### src/rtl/hazard_unit_if.sv
// rtl/hazard_unit_if.sv - pipeline hazard controller signal bundle
interface hazard_unit_if #(
    parameter int CNT_W = 16
);
    logic [4:0]       IF_ID_RS1_i;
    logic [4:0]       IF_ID_RS2_i;
    logic [4:0]       ID_EX_RD_i;
    logic             ID_EX_MemRead_i;
    logic             Branch_i;
    logic             BranchTaken_i;
    logic             EX_MEM_MemRead_i;
    logic             EX_MEM_MemWrite_i;
    logic             MemReady_i;
    logic             NoOp_o;
    logic             PCWrite_o;
    logic             Stall_o;
    logic             Freeze_o;
    logic             Flush_o;
    logic             MemTimeout_o;
    logic [CNT_W-1:0] BubbleCnt_o;
    logic [CNT_W-1:0] FreezeCnt_o;

    modport master (
        output IF_ID_RS1_i, IF_ID_RS2_i, ID_EX_RD_i, ID_EX_MemRead_i,
               Branch_i, BranchTaken_i, EX_MEM_MemRead_i, EX_MEM_MemWrite_i,
               MemReady_i,
        input  NoOp_o, PCWrite_o, Stall_o, Freeze_o, Flush_o,
               MemTimeout_o, BubbleCnt_o, FreezeCnt_o
    );

    modport slave (
        input  IF_ID_RS1_i, IF_ID_RS2_i, ID_EX_RD_i, ID_EX_MemRead_i,
               Branch_i, BranchTaken_i, EX_MEM_MemRead_i, EX_MEM_MemWrite_i,
               MemReady_i,
        output NoOp_o, PCWrite_o, Stall_o, Freeze_o, Flush_o,
               MemTimeout_o, BubbleCnt_o, FreezeCnt_o
    );
endinterface

### src/rtl/hazard_unit.sv
// rtl/hazard_unit.sv - load-use bubble, branch flush and memory-wait freeze control
module hazard_unit #(
    parameter int CNT_W    = 16,
    parameter int MAX_WAIT = 255
) (
    input  logic          clk_i,
    input  logic          rst_i,
    hazard_unit_if.slave  bus
);
    typedef enum logic {RUN, WAIT} state_t;

    state_t           state_q, state_d;
    logic [7:0]       wcnt_q, wcnt_d;
    logic             timeout_q, timeout_d;
    logic [CNT_W-1:0] bubble_q, bubble_d;
    logic [CNT_W-1:0] freeze_cnt_q, freeze_cnt_d;

    logic memacc, loaduse, taken, freeze;
    logic noop, pcwrite, stall, flush;

    assign memacc  = bus.EX_MEM_MemRead_i | bus.EX_MEM_MemWrite_i;
    assign loaduse = bus.ID_EX_MemRead_i && (bus.ID_EX_RD_i != 5'd0) &&
                     ((bus.ID_EX_RD_i == bus.IF_ID_RS1_i) ||
                      (bus.ID_EX_RD_i == bus.IF_ID_RS2_i));
    assign taken   = bus.Branch_i & bus.BranchTaken_i;

    // Freeze decision and wait-counter next state share the same conditions.
    always_comb begin
        freeze    = 1'b0;
        state_d   = state_q;
        wcnt_d    = wcnt_q;
        timeout_d = timeout_q;
        if (state_q == RUN) begin
            if (memacc && !bus.MemReady_i) begin
                freeze  = 1'b1;
                wcnt_d  = 8'd1;
                state_d = WAIT;
            end
        end else begin
            if (bus.MemReady_i) begin
                wcnt_d  = 8'd0;
                state_d = RUN;
            end else if (wcnt_q == 8'(MAX_WAIT)) begin
                timeout_d = 1'b1;
                wcnt_d    = 8'd0;
                state_d   = RUN;
            end else begin
                freeze = 1'b1;
                wcnt_d = wcnt_q + 8'd1;
            end
        end
        if (rst_i) begin
            freeze = 1'b0;
        end
    end

    always_comb begin
        noop    = 1'b0;
        pcwrite = 1'b1;
        stall   = 1'b0;
        flush   = 1'b0;
        if (rst_i) begin
            pcwrite = 1'b1;
        end else if (freeze) begin
            pcwrite = 1'b0;
            stall   = 1'b1;
        end else if (loaduse) begin
            noop    = 1'b1;
            stall   = 1'b1;
            pcwrite = 1'b0;
        end else if (taken) begin
            flush   = 1'b1;
        end
    end

    always_comb begin
        bubble_d     = bubble_q;
        freeze_cnt_d = freeze_cnt_q;
        if (noop && (bubble_q != '1)) begin
            bubble_d = bubble_q + 1'b1;
        end
        if (freeze && (freeze_cnt_q != '1)) begin
            freeze_cnt_d = freeze_cnt_q + 1'b1;
        end
    end

    always_ff @(posedge clk_i) begin
        if (rst_i) begin
            state_q      <= RUN;
            wcnt_q       <= 8'd0;
            timeout_q    <= 1'b0;
            bubble_q     <= '0;
            freeze_cnt_q <= '0;
        end else begin
            state_q      <= state_d;
            wcnt_q       <= wcnt_d;
            timeout_q    <= timeout_d;
            bubble_q     <= bubble_d;
            freeze_cnt_q <= freeze_cnt_d;
        end
    end

    assign bus.NoOp_o       = noop;
    assign bus.PCWrite_o    = pcwrite;
    assign bus.Stall_o      = stall;
    assign bus.Freeze_o     = freeze;
    assign bus.Flush_o      = flush;
    assign bus.MemTimeout_o = timeout_q;
    assign bus.BubbleCnt_o  = bubble_q;
    assign bus.FreezeCnt_o  = freeze_cnt_q;
endmodule

### src/flat_wrapper.sv
// flat-port wrapper written by rule: the top's interface ports become plain ports
module hazard_unit_flat 
#(
    parameter int CNT_W    = 16,
    parameter int MAX_WAIT = 255
)
  (clk_i, rst_i, bus_IF_ID_RS1_i, bus_IF_ID_RS2_i, bus_ID_EX_RD_i, bus_ID_EX_MemRead_i, bus_Branch_i, bus_BranchTaken_i, bus_EX_MEM_MemRead_i, bus_EX_MEM_MemWrite_i, bus_MemReady_i, bus_NoOp_o, bus_PCWrite_o, bus_Stall_o, bus_Freeze_o, bus_Flush_o, bus_MemTimeout_o, bus_BubbleCnt_o, bus_FreezeCnt_o);
  hazard_unit_if #(.CNT_W(CNT_W)) bus_i ();
  input  logic clk_i;
  input  logic rst_i;
  input wire logic [$bits(bus_i.IF_ID_RS1_i)-1:0] bus_IF_ID_RS1_i;
  input wire logic [$bits(bus_i.IF_ID_RS2_i)-1:0] bus_IF_ID_RS2_i;
  input wire logic [$bits(bus_i.ID_EX_RD_i)-1:0] bus_ID_EX_RD_i;
  input wire logic [$bits(bus_i.ID_EX_MemRead_i)-1:0] bus_ID_EX_MemRead_i;
  input wire logic [$bits(bus_i.Branch_i)-1:0] bus_Branch_i;
  input wire logic [$bits(bus_i.BranchTaken_i)-1:0] bus_BranchTaken_i;
  input wire logic [$bits(bus_i.EX_MEM_MemRead_i)-1:0] bus_EX_MEM_MemRead_i;
  input wire logic [$bits(bus_i.EX_MEM_MemWrite_i)-1:0] bus_EX_MEM_MemWrite_i;
  input wire logic [$bits(bus_i.MemReady_i)-1:0] bus_MemReady_i;
  output wire logic [$bits(bus_i.NoOp_o)-1:0] bus_NoOp_o;
  output wire logic [$bits(bus_i.PCWrite_o)-1:0] bus_PCWrite_o;
  output wire logic [$bits(bus_i.Stall_o)-1:0] bus_Stall_o;
  output wire logic [$bits(bus_i.Freeze_o)-1:0] bus_Freeze_o;
  output wire logic [$bits(bus_i.Flush_o)-1:0] bus_Flush_o;
  output wire logic [$bits(bus_i.MemTimeout_o)-1:0] bus_MemTimeout_o;
  output wire logic [$bits(bus_i.BubbleCnt_o)-1:0] bus_BubbleCnt_o;
  output wire logic [$bits(bus_i.FreezeCnt_o)-1:0] bus_FreezeCnt_o;
  assign bus_i.IF_ID_RS1_i = bus_IF_ID_RS1_i;
  assign bus_i.IF_ID_RS2_i = bus_IF_ID_RS2_i;
  assign bus_i.ID_EX_RD_i = bus_ID_EX_RD_i;
  assign bus_i.ID_EX_MemRead_i = bus_ID_EX_MemRead_i;
  assign bus_i.Branch_i = bus_Branch_i;
  assign bus_i.BranchTaken_i = bus_BranchTaken_i;
  assign bus_i.EX_MEM_MemRead_i = bus_EX_MEM_MemRead_i;
  assign bus_i.EX_MEM_MemWrite_i = bus_EX_MEM_MemWrite_i;
  assign bus_i.MemReady_i = bus_MemReady_i;
  assign bus_NoOp_o = bus_i.NoOp_o;
  assign bus_PCWrite_o = bus_i.PCWrite_o;
  assign bus_Stall_o = bus_i.Stall_o;
  assign bus_Freeze_o = bus_i.Freeze_o;
  assign bus_Flush_o = bus_i.Flush_o;
  assign bus_MemTimeout_o = bus_i.MemTimeout_o;
  assign bus_BubbleCnt_o = bus_i.BubbleCnt_o;
  assign bus_FreezeCnt_o = bus_i.FreezeCnt_o;
  hazard_unit #(.CNT_W(CNT_W), .MAX_WAIT(MAX_WAIT)) u_core (.clk_i(clk_i), .rst_i(rst_i), .bus(bus_i));
endmodule
### config.mk
export PLATFORM = sky130hd
export DESIGN_NAME = hazard_unit_flat
export DESIGN_NICKNAME = d
export VERILOG_FILES = /design/src/rtl/hazard_unit_if.sv /design/src/rtl/hazard_unit.sv /design/src/flat_wrapper.sv
export SDC_FILE = /design/constraint.sdc
export NUM_CORES = 1
export LEC_CHECK = 0
export BUFFER_PORTS_ARGS = -buffer_cell sky130_fd_sc_hd__buf_2
export CAP_MARGIN = 10
export CORE_MARGIN = 4
export CORE_UTILIZATION = 55
export DETAILED_ROUTE_END_ITERATION = 8
export HOLD_SLACK_MARGIN = 0.05
export PLACE_DENSITY = 0.91
export REMOVE_ABC_BUFFERS = 1
export SETUP_SLACK_MARGIN = 0.15
export SLEW_MARGIN = 20
export SYNTH_ARGS = -nofsm -noshare
export SYNTH_HDL_FRONTEND = slang
export SYNTH_SLANG_ARGS = --single-unit
### constraint.sdc
create_clock -name clk_i -period 4.7 [get_ports clk_i]
set_input_delay 0.47 -clock clk_i [delete_from_list [all_inputs] [get_ports clk_i]]
set_output_delay 0.47 -clock clk_i [all_outputs]
set_load 0.01 [all_outputs]
# Word level (Yosys, flattened, before mapping)
# Index checks and enable logic that the tools add are counted.
# word_totals
ff_bits,42
latch_bits,0
ram_bits,0
rom_bits,0
out_inout_bits,38
word_cells,47
n_memories,0
# op_classes
addsub,3
mul,0
div,0
n_lt_le_gt_ge,0
eq_ne,5
shift,0
mux,21
bitwise,3
n_reduce_logical,10
# ops
operator,count
adder 16 x 1 -> 16 bit (second input constant),2
2-to-1 mux 8 bit,4
inequality test 16 bit (second input constant),2
2-to-1 mux 1 bit,17
equality test 5 bit,2
adder 8 x 1 -> 8 bit (second input constant),1
equality test 8 bit (second input constant),1
logical AND 1 bit,5
nonzero test 5 bit,1
AND reduction 3 bit,1
nonzero test 2 bit,1
AND 1 bit,1
logical NOT 1 bit,1
logical OR 1 bit,1
NOT 1 bit,1
OR 1 bit,1

# Depth between registers and ports, before layout
# Gate-level depths: netlist of the first run.
# logic_depth
depth_word,8
ltp_mapped,9
mapped_depth_nobuf,7

# Worst setup path before layout of the first run
# Ideal clock, no wire load.
# synth_path
path_type,input port to output port
startpoint,input port bus_ID_EX_RD_i[0]
endpoint,output port bus_Flush_o
t_arrival_ps,1615
t_required_ps,4230
setup_slack_ps,2615
path_stages,4
cell_sequence,or4_1 o21ai_2 nand2b_1 and4_1
# synth_via
elab_chain_cells,6
# synth_rtl
element,line,rtl
start: declaration,flat_wrapper.sv:13,input wire logic [$bits(bus_i.ID_EX_RD_i)-1:0] bus_ID_EX_RD_i;
equality test 5 bit (tied with other cells),hazard_unit.sv:23,((bus.ID_EX_RD_i == bus.IF_ID_RS1_i) ||
logical OR 1 bit or logical AND 1 bit (tied branches),"hazard_unit.sv:23, hazard_unit.sv:22",
logical AND 1 bit *,hazard_unit.sv:22,assign loaduse = bus.ID_EX_MemRead_i && (bus.ID_EX_RD_i != 5'd0) &&
2-to-1 mux 1 bit *,hazard_unit.sv:67,end else if (loaduse) begin
2-to-1 mux 1 bit *,hazard_unit.sv:64,end else if (freeze) begin
2-to-1 mux 1 bit *,hazard_unit.sv:62,if (rst_i) begin
end: declaration,flat_wrapper.sv:24,output wire logic [$bits(bus_i.Flush_o)-1:0] bus_Flush_o;
# Mark *: on every way between the ends. The rest lies on a longest branch, timed or not.

# Worst setup path in the final report of the first run
# layout_path
startpoint,input port rst_i
endpoint,output port bus_Flush_o
# layout_via
elab_chain_cells,3
# layout_rtl
element,line,rtl
start: declaration,flat_wrapper.sv:10,input logic rst_i;
2-to-1 mux 1 bit,hazard_unit.sv:52,if (rst_i) begin
2-to-1 mux 1 bit,hazard_unit.sv:64,
2-to-1 mux 1 bit *,hazard_unit.sv:62,
# Marked as above.

==> results.sh, run 1 <==
export IMPL_synth_top_family_by_area="simple AND/OR/NAND/NOR gates"
export IMPL_relSlewSlack_pct=45.5
export IMPL_h_tree_depth=2
export IMPL_hold_viol=0
export IMPL_met1_usage_pct=29.0
export IMPL_drive_gt1_share_pct=24.5
export IMPL_grt_use_total_pct=21.8
export IMPL_synth_compound_area_share_pct=17.5
export IMPL_p_comb_share_pct=10.0
export IMPL_vias_per_cell=5.78
export IMPL_grt_pass1_vias=2028
export IMPL_maxCapViolCount=0
export IMPL_clock_sinks=42
export IMPL_critPathTopFamily="buffers and inverters"
export IMPL_path_cells="buf_2, clkinv_1, o21ai_4, nor2_1, and4_1, buf_2"
export IMPL_grt_max_degree=45
export IMPL_use_met2_pct=35.1
export IMPL_synth_edf_count=0
export IMPL_yosys_area_share_adder_pct=1.67
export IMPL_cts_resized=0
export IMPL_synth_main_ff_cell="dfxtp_1"
export IMPL_clock_latency_ns=0.30
export IMPL_cts_tree="yes"
export IMPL_syn_area_sq_mm=0.00225
export IMPL_finalCritPeriodShare_pct=57.8
export IMPL_tightest_slew_ns=0.817
export IMPL_fin_skew_ns=0.00817
export IMPL_slowest_stage="buf_2"
export IMPL_dp_hpwl_mm=4.01
export IMPL_p_seq_share_pct=54.4
export IMPL_synthCells=275
export IMPL_wire_per_inst_um=14.1
export IMPL_sw_frac_of_total_pct=24.6
export IMPL_start_kind="input port"
export IMPL_grt_met3_usage_pct=4.57
export IMPL_arrival_ns=2.25
export IMPL_finalWirelength_mm=5.41
export IMPL_initial_core_util_pct=59.2
export IMPL_required_ns=4.23
export IMPL_cp_end_kind="output port"
export IMPL_die_area_sq_mm=0.00517
export IMPL_ys_types=49
export IMPL_synthMuxAreaShare_pct=0.946
export IMPL_crit_buf_inv=3
export IMPL_cp_max_fo=44
export IMPL_core_area_sq_mm=0.00380
export IMPL_period_minus_slack_ns=2.72
export IMPL_die_width_um=71.9
export IMPL_crit_path_max_incr_delay_ns=0.60
export IMPL_hp_start="u_core.bus.MemTimeout_o$_SDFFE_PP0P_"
export IMPL_synth_area_per_cell_sq_um=8.18
export IMPL_ctsHoldBuffers=0
export IMPL_drtIter0Drc=173
export IMPL_ys_seq_area_share_pct=37.4
export IMPL_vdd_drop_max_uv=144
export IMPL_ios=61
export IMPL_holdWs_ns=0.471
export IMPL_setup_worst_path_class="in2out"
export IMPL_async_flop_share_pct=0
export IMPL_final_util_pct=70.1
export IMPL_overflow=0
export IMPL_ys_ff_latch=42
export IMPL_place_gp_congestion=0.944
export IMPL_cts_made_buffers=5
export IMPL_p_int_mw=0.506
export IMPL_diodes=0
export IMPL_busiest_layer="met2"
export IMPL_nNetsFinal=360
export IMPL_first_pass_iters=4
export IMPL_root_buffer="clkbuf_8"
export IMPL_grt_pass1_wl_mm=9.18
export IMPL_path_common_cell="buf_2"
export IMPL_pwr_share_clk_pct=35.6
export IMPL_min_path_type="reg2reg"
export IMPL_portBuffers=60
export IMPL_timing_setup_tns_ns=0
export IMPL_ys_warn_count=0
export IMPL_status="finished, final reports clean"
export IMPL_antenna_found_initial=0
export IMPL_die_h_um=71.9
export IMPL_rows=22
export IMPL_antenna_left=0
export IMPL_clkTransAtPathRegs_ns=0.08
export IMPL_rsz0062_at_grt="false"
export IMPL_finalMaxSlewViolations=0
export IMPL_layout_area_overhead_vs_synth_pct=18.4
export IMPL_clock_path_buffers=2
export IMPL_cp_startpoint="rst_i"
export IMPL_via_count=2214
export IMPL_p_sw_mw=0.165
export IMPL_fmax_ghz=0.368
export IMPL_remaining_drc_errors=0
export IMPL_synth_xor_area_share_pct=9.35
export IMPL_finalSetupViolCount=0
export IMPL_rr_startpoint="u_core.wcnt_q[0]$_SDFFE_PP0P_"
export IMPL_power_density_mw_per_mm2=252
export IMPL_synthSimpleGateAreaFrac_pct=30.6
export IMPL_cts_setup_buffers=0
export IMPL_leakage_nw=1.04
-- worst paths after layout --
| kind | end | slack [ns] | depth (start not counted) |
|---|---|---|---|
| hold reg to reg | u_core.bus.MemTimeout_o$_SDFFE_PP0P_ | 0.47 | 2 |
| hold / removal | u_core.bus.MemTimeout_o$_SDFFE_PP0P_ | 0.47 | 2 |
| setup reg to reg | u_core.bus.BubbleCnt_o[9]$_SDFFE_PP0P_ | 2.34 | 7 |
| setup / recovery | bus_Flush_o | 1.98 | 6 |
-- per-stage QoR --
step                area (sq um)  instances  total power, mW  setup WS (ns)
global route                2660        383            0.698           1.77
floorplan                   2210        267            0.410           2.62
finish                      2660        383            0.671           1.98
detailed placement          2570        375            0.440           2.00
CTS                         2660        383            0.676           2.00
global placement            2570        375            0.437           2.04
-- cells by family (layout without fill, tap and decap cells) --
logic type | after synthesis | after routing
compound gates | 56 | 56
xor+xnor | 24 | 24
fa+ha+maj | 3 | 3
buf+inv | 13 | 73
flops | 42 | 42
mux | 2 | 2
simple gates | 135 | 135
-- power groups by stage --
stage,sequential (mW),clock [mW],combinational (mW)
global placement,0.373,0,0.0647
floorplan,0.373,0,0.0367
detailed placement,0.373,0,0.0667
global route,0.366,0.258,0.0736
finish,0.365,0.239,0.0669
CTS,0.365,0.244,0.0672
-- synthesized netlist by cell type, types with 2 or more instances --
cell / n / area [sq um]
dfxtp_1: 42 / 841
nor2_1: 40 / 150
nand2_1: 21 / 78.8
nand3_1: 17 / 85.1
o21ai_0: 16 / 80.1
xnor2_1: 16 / 140
a21oi_1: 14 / 70.1
nor3_1: 12 / 60.1
nand4_1: 9 / 56.3
or3_1: 8 / 50.1
xor2_1: 8 / 70.1
and3_1: 6 / 37.5
clkbuf_1: 6 / 22.5
a31oi_1: 4 / 25.0
inv_1: 4 / 15.0
or2_2: 4 / 25.0
or4_1: 4 / 30.0
ha_1: 3 / 37.5
o311ai_1: 3 / 26.3
o41ai_1: 3 / 26.3
a211oi_1: 2 / 15.0
and2_1: 2 / 12.5
and4_1: 2 / 17.5
nand2b_1: 2 / 12.5
nor4_1: 2 / 12.5
o22ai_1: 2 / 12.5
-- state kept, by name (all words and copies together), names as in the netlist --
| signal | flops |
|---|---|
| u_core.bus.MemTimeout_o | 1 |
| u_core.bus.FreezeCnt_o | 16 |
| u_core.bus.BubbleCnt_o | 16 |
| u_core.wcnt_q | 8 |
| u_core.state_q | 1 |
-- cell usage in the layout, fill, tap and decap left out, types with 2 or more instances in the layout --
master    instances
buf_2            60
dfxtp_1          42
nor2_1           40
nand2_1          21
nand3_1          17
xnor2_1          16
o21ai_0          16
a21oi_1          14
nor3_1           12
nand4_1           9
or3_1             8
xor2_1            8
and3_1            6
clkbuf_8          6
or4_1             4
inv_1             4
a31oi_1           4
or2_2             4
o311ai_1          3
o41ai_1           3
ha_1              3
o22ai_1           2
nand2b_1          2
and4_1            2
and2_1            2
a211oi_1          2
nor4_1            2
-- cell type report --
type	count	area, sq um
fill	314	1140
tap	48	60.1
multi-input combinational	220	1350
clock buffer	7	86.3
timing repair buffer	60	300
clock inverter	1	5.00
inverter	5	18.8
sequential	42	841
-- tightest hold or removal path: cells and delay by family (launching register included) --
family | cells | cell delay (ns)
and+or+nand+nor | 1 | 0.07
DFF | 1 | 0.33
AOI/OAI and AO/OA | 1 | 0.05
-- per-layer routing --
| metal | part of all wire, % | vias up | routed length [um] |
|---|---|---|---|
| li1 | - | 1115 | - |
| met1 | 43 | 1029 | 2360 |
| met2 | 49 | 62 | 2660 |
| met3 | 5.7 | 8 | 307 |
| met4 | 1.6 | 0 | 87 |
| met5 | 0 | - | 0 |
(Power assumes the default switching activity.)
==> run 2: changes to the inputs <==
Settings changed: ABC_AREA set to 1, CORE_UTILIZATION 55 to 54, PLACE_DENSITY 0.91 to 0.88.
Clock period 4.7 ns to 2.8 ns, I/O delays scaled along.
==> run 2 against run 1 <==
Net effect:
- clock skew rose by 0.0011 ns
- worst hold slack lost 0.15 ns
- flip-flop and latch count is the same
- cell area grew 12%
- global-route usage down 0.39 points
- critical path type is now reg2out
- largest cell class unchanged
- largest power group unchanged
- highest routed layer unchanged
==> results.sh, run 2 <==
export IMPL_status="finished, final reports clean"
export IMPL_arrival_ns=2.04
export IMPL_core_area_sq_mm=0.00447
export IMPL_relSlewSlack_pct=66.8
export IMPL_synth_edf_count=0
export IMPL_grt_pass1_vias=2559
export IMPL_layout_area_overhead_vs_synth_pct=17.3
export IMPL_synthCells=408
export IMPL_nNetsFinal=495
export IMPL_synth_most_common_cell="nand2_1"
export IMPL_stdcell_count=522
export IMPL_dp_hpwl_mm=4.63
export IMPL_cts_resized=0
export IMPL_rows=24
export IMPL_finalPower_mw=1.20
export IMPL_maxCapViolCount=0
export IMPL_root_buffer="clkbuf_8"
export IMPL_power_density_mw_per_mm2=403
export IMPL_place_inst=514
export IMPL_crit_buf_inv=2
export IMPL_required_ns=2.52
export IMPL_final_util_pct=66.9
export IMPL_wire_per_inst_um=11.6
export IMPL_clkTransAtPathRegs_ns=0.07
export IMPL_yosys_area_share_adder_pct=1.47
export IMPL_cts_made_buffers=5
export IMPL_overflow=0
export IMPL_synthMuxAreaShare_pct=0
export IMPL_setup_worst_path_class="reg2out"
export IMPL_die_h_um=76.7
export IMPL_clock_latency_ns=0.29
export IMPL_ys_warn_count=0
export IMPL_synthSimpleGateAreaFrac_pct=40.3
export IMPL_min_path_type="in2reg"
export IMPL_clock_sinks=42
export IMPL_finalWirelength_mm=6.08
export IMPL_grt_max_degree=25
export IMPL_synth_main_ff_cell="dfxtp_1"
export IMPL_cp_end_kind="output port"
export IMPL_syn_area_sq_mm=0.00255
export IMPL_critPathTopFamily="simple AND/OR/NAND/NOR gates"
export IMPL_antenna_left=0
export IMPL_clock_path_buffers=2
export IMPL_period_minus_slack_ns=2.32
export IMPL_cts_setup_buffers=0
export IMPL_via_count=2731
export IMPL_cts_tree="yes"
export IMPL_finalSetupViolCount=0
export IMPL_ys_seq_area_share_pct=33.0
export IMPL_die_area_sq_mm=0.00589
export IMPL_synth_top_family_by_area="simple AND/OR/NAND/NOR gates"
export IMPL_drive_gt1_share_pct=17.7
export IMPL_path_cells="ha_1, nand2_1, nor2_2, nand2_2, nand2_4, nand2_4, nor2_8, nand3_2, inv_1, buf_2"
export IMPL_final_common_cell="nand2_1"
export IMPL_ys_ff_latch=42
export IMPL_cp_max_fo=8
export IMPL_hold_viol=0
export IMPL_preCtsSetupSlack_ns=0.641
export IMPL_first_pass_iters=4
export IMPL_synth_xor_area_share_pct=5.49
export IMPL_timing_setup_tns_ns=0
export IMPL_rsz0062_at_grt="false"
export IMPL_leakage_nw=1.46
export IMPL_fin_skew_ns=0.00928
export IMPL_crit_path_max_incr_delay_ns=0.37
export IMPL_die_width_um=76.7
export IMPL_place_gp_congestion=0.915
export IMPL_grt_use_total_pct=21.4
export IMPL_grt_pass1_wl_mm=10.6
export IMPL_synth_compound_area_share_pct=9.81
export IMPL_diodes=0
export IMPL_portBuffers=60
export IMPL_yosysTopAreaCell="dfxtp_1"
export IMPL_vias_per_cell=5.23
export IMPL_remaining_drc_errors=0
export IMPL_synth_top_cells_by_area="dfxtp_1 33%, nand2_1 16%, nor2_1 11%, inv_1 8.2%, xor2_1 4.5%"
export IMPL_antenna_found_initial=0
export IMPL_ctsHoldBuffers=0
export IMPL_ys_types=32
export IMPL_yosysTopAreaCellShare_pct=33.0
export IMPL_fmax_ghz=0.430
export IMPL_path_common_cell="nand2_4"
export IMPL_start_kind="flip-flop"
export IMPL_drtIter0Drc=136
export IMPL_tightest_slew_ns=0.497
export IMPL_h_tree_depth=2
export IMPL_layout_common_cells="110 x nand2_1, 77 x nor2_1, 60 x buf_2"
export IMPL_vdd_drop_max_uv=236
export IMPL_ios=61
export IMPL_yosys_top_cells_count="110 x nand2_1, 77 x nor2_1, 56 x inv_1"
export IMPL_setup_ws_ns=0.476
export IMPL_finalMaxSlewViolations=0
export IMPL_finalCritPeriodShare_pct=83.0
export IMPL_async_flop_share_pct=0
export IMPL_synth_area_per_cell_sq_um=6.25
export IMPL_initial_core_util_pct=57.0
export IMPL_slowest_stage="dfxtp_1"
run 2: metrics by stage:
| step | hold WS [ns] | cell area (sq um) |
|---|---|---|
| 3_5_place_dp | 0.455 | 2880 |
| 3_3_place_gp | 0.447 | 2880 |
| 2_1_floorplan | 0.349 | 2510 |
| 6_report | 0.323 | 2990 |
| 5_1_grt | 0.349 | 2990 |
| 4_1_cts | 0.317 | 2990 |
run 2: power by group:
part	switching, mW	internal (mW)	total, mW
Combinational	0.0801	0.0450	0.125
Sequential	0.00808	0.605	0.613
Clock	0.205	0.262	0.467
Total	0.293	0.912	1.20
run 2: final timing paths:
path	start	end	slack (ns)	cells past startpoint
worst max-delay path	u_core.wcnt_q[0]$_SDFFE_PP0P_	bus_NoOp_o	0.48	10
worst min-delay path	bus_MemReady_i	u_core.wcnt_q[1]$_SDFFE_PP0P_	0.32	4
worst max register to register	u_core.wcnt_q[0]$_SDFFE_PP0P_	u_core.bus.FreezeCnt_o[5]$_SDFFE_PP0P_	0.57	11
worst min register to register	u_core.bus.MemTimeout_o$_SDFFE_PP0P_	u_core.bus.MemTimeout_o$_SDFFE_PP0P_	0.47	1
run 2: cell type report:
class,instances,area [sq um]
Tap cell,52,65.1
Inverter,57,214
Clock buffer,5,68.8
Sequential cell,42,841
Multi-Input combinational cell,302,1460
Fill cell,380,1480
Clock inverter,3,40.0
Timing Repair Buffer,61,308
run 2: worst reg2reg max path, cell delays in order, from the launching register on:
cell,delay (ns)
dfxtp_1,0.33
ha_1,0.21
nand2_1,0.12
nor2_2,0.07
nand2_2,0.10
nand2_4,0.09
a21oi_2,0.19
nand2_1,0.34
inv_2,0.32
nand2_1,0.11
o21ai_0,0.18
nor2_1,0.06
run 2: routing by layer:
metal	up-vias	part of all wire, %	GRT usage (%)
li1	1401	-	-
met3	11	6.0	4.68
met2	97	50	38.5
met1	1222	42	24.5
met5	-	0	0
met4	0	1.8	8.51
run 2: cell families after synthesis:
family,Yosys count
AO/OA/AOI/OAI,45
XOR/XNOR,16
adder cells (fa/ha/maj),3
buffers and inverters,64
flip-flops,42
AND/OR/NAND/NOR,238
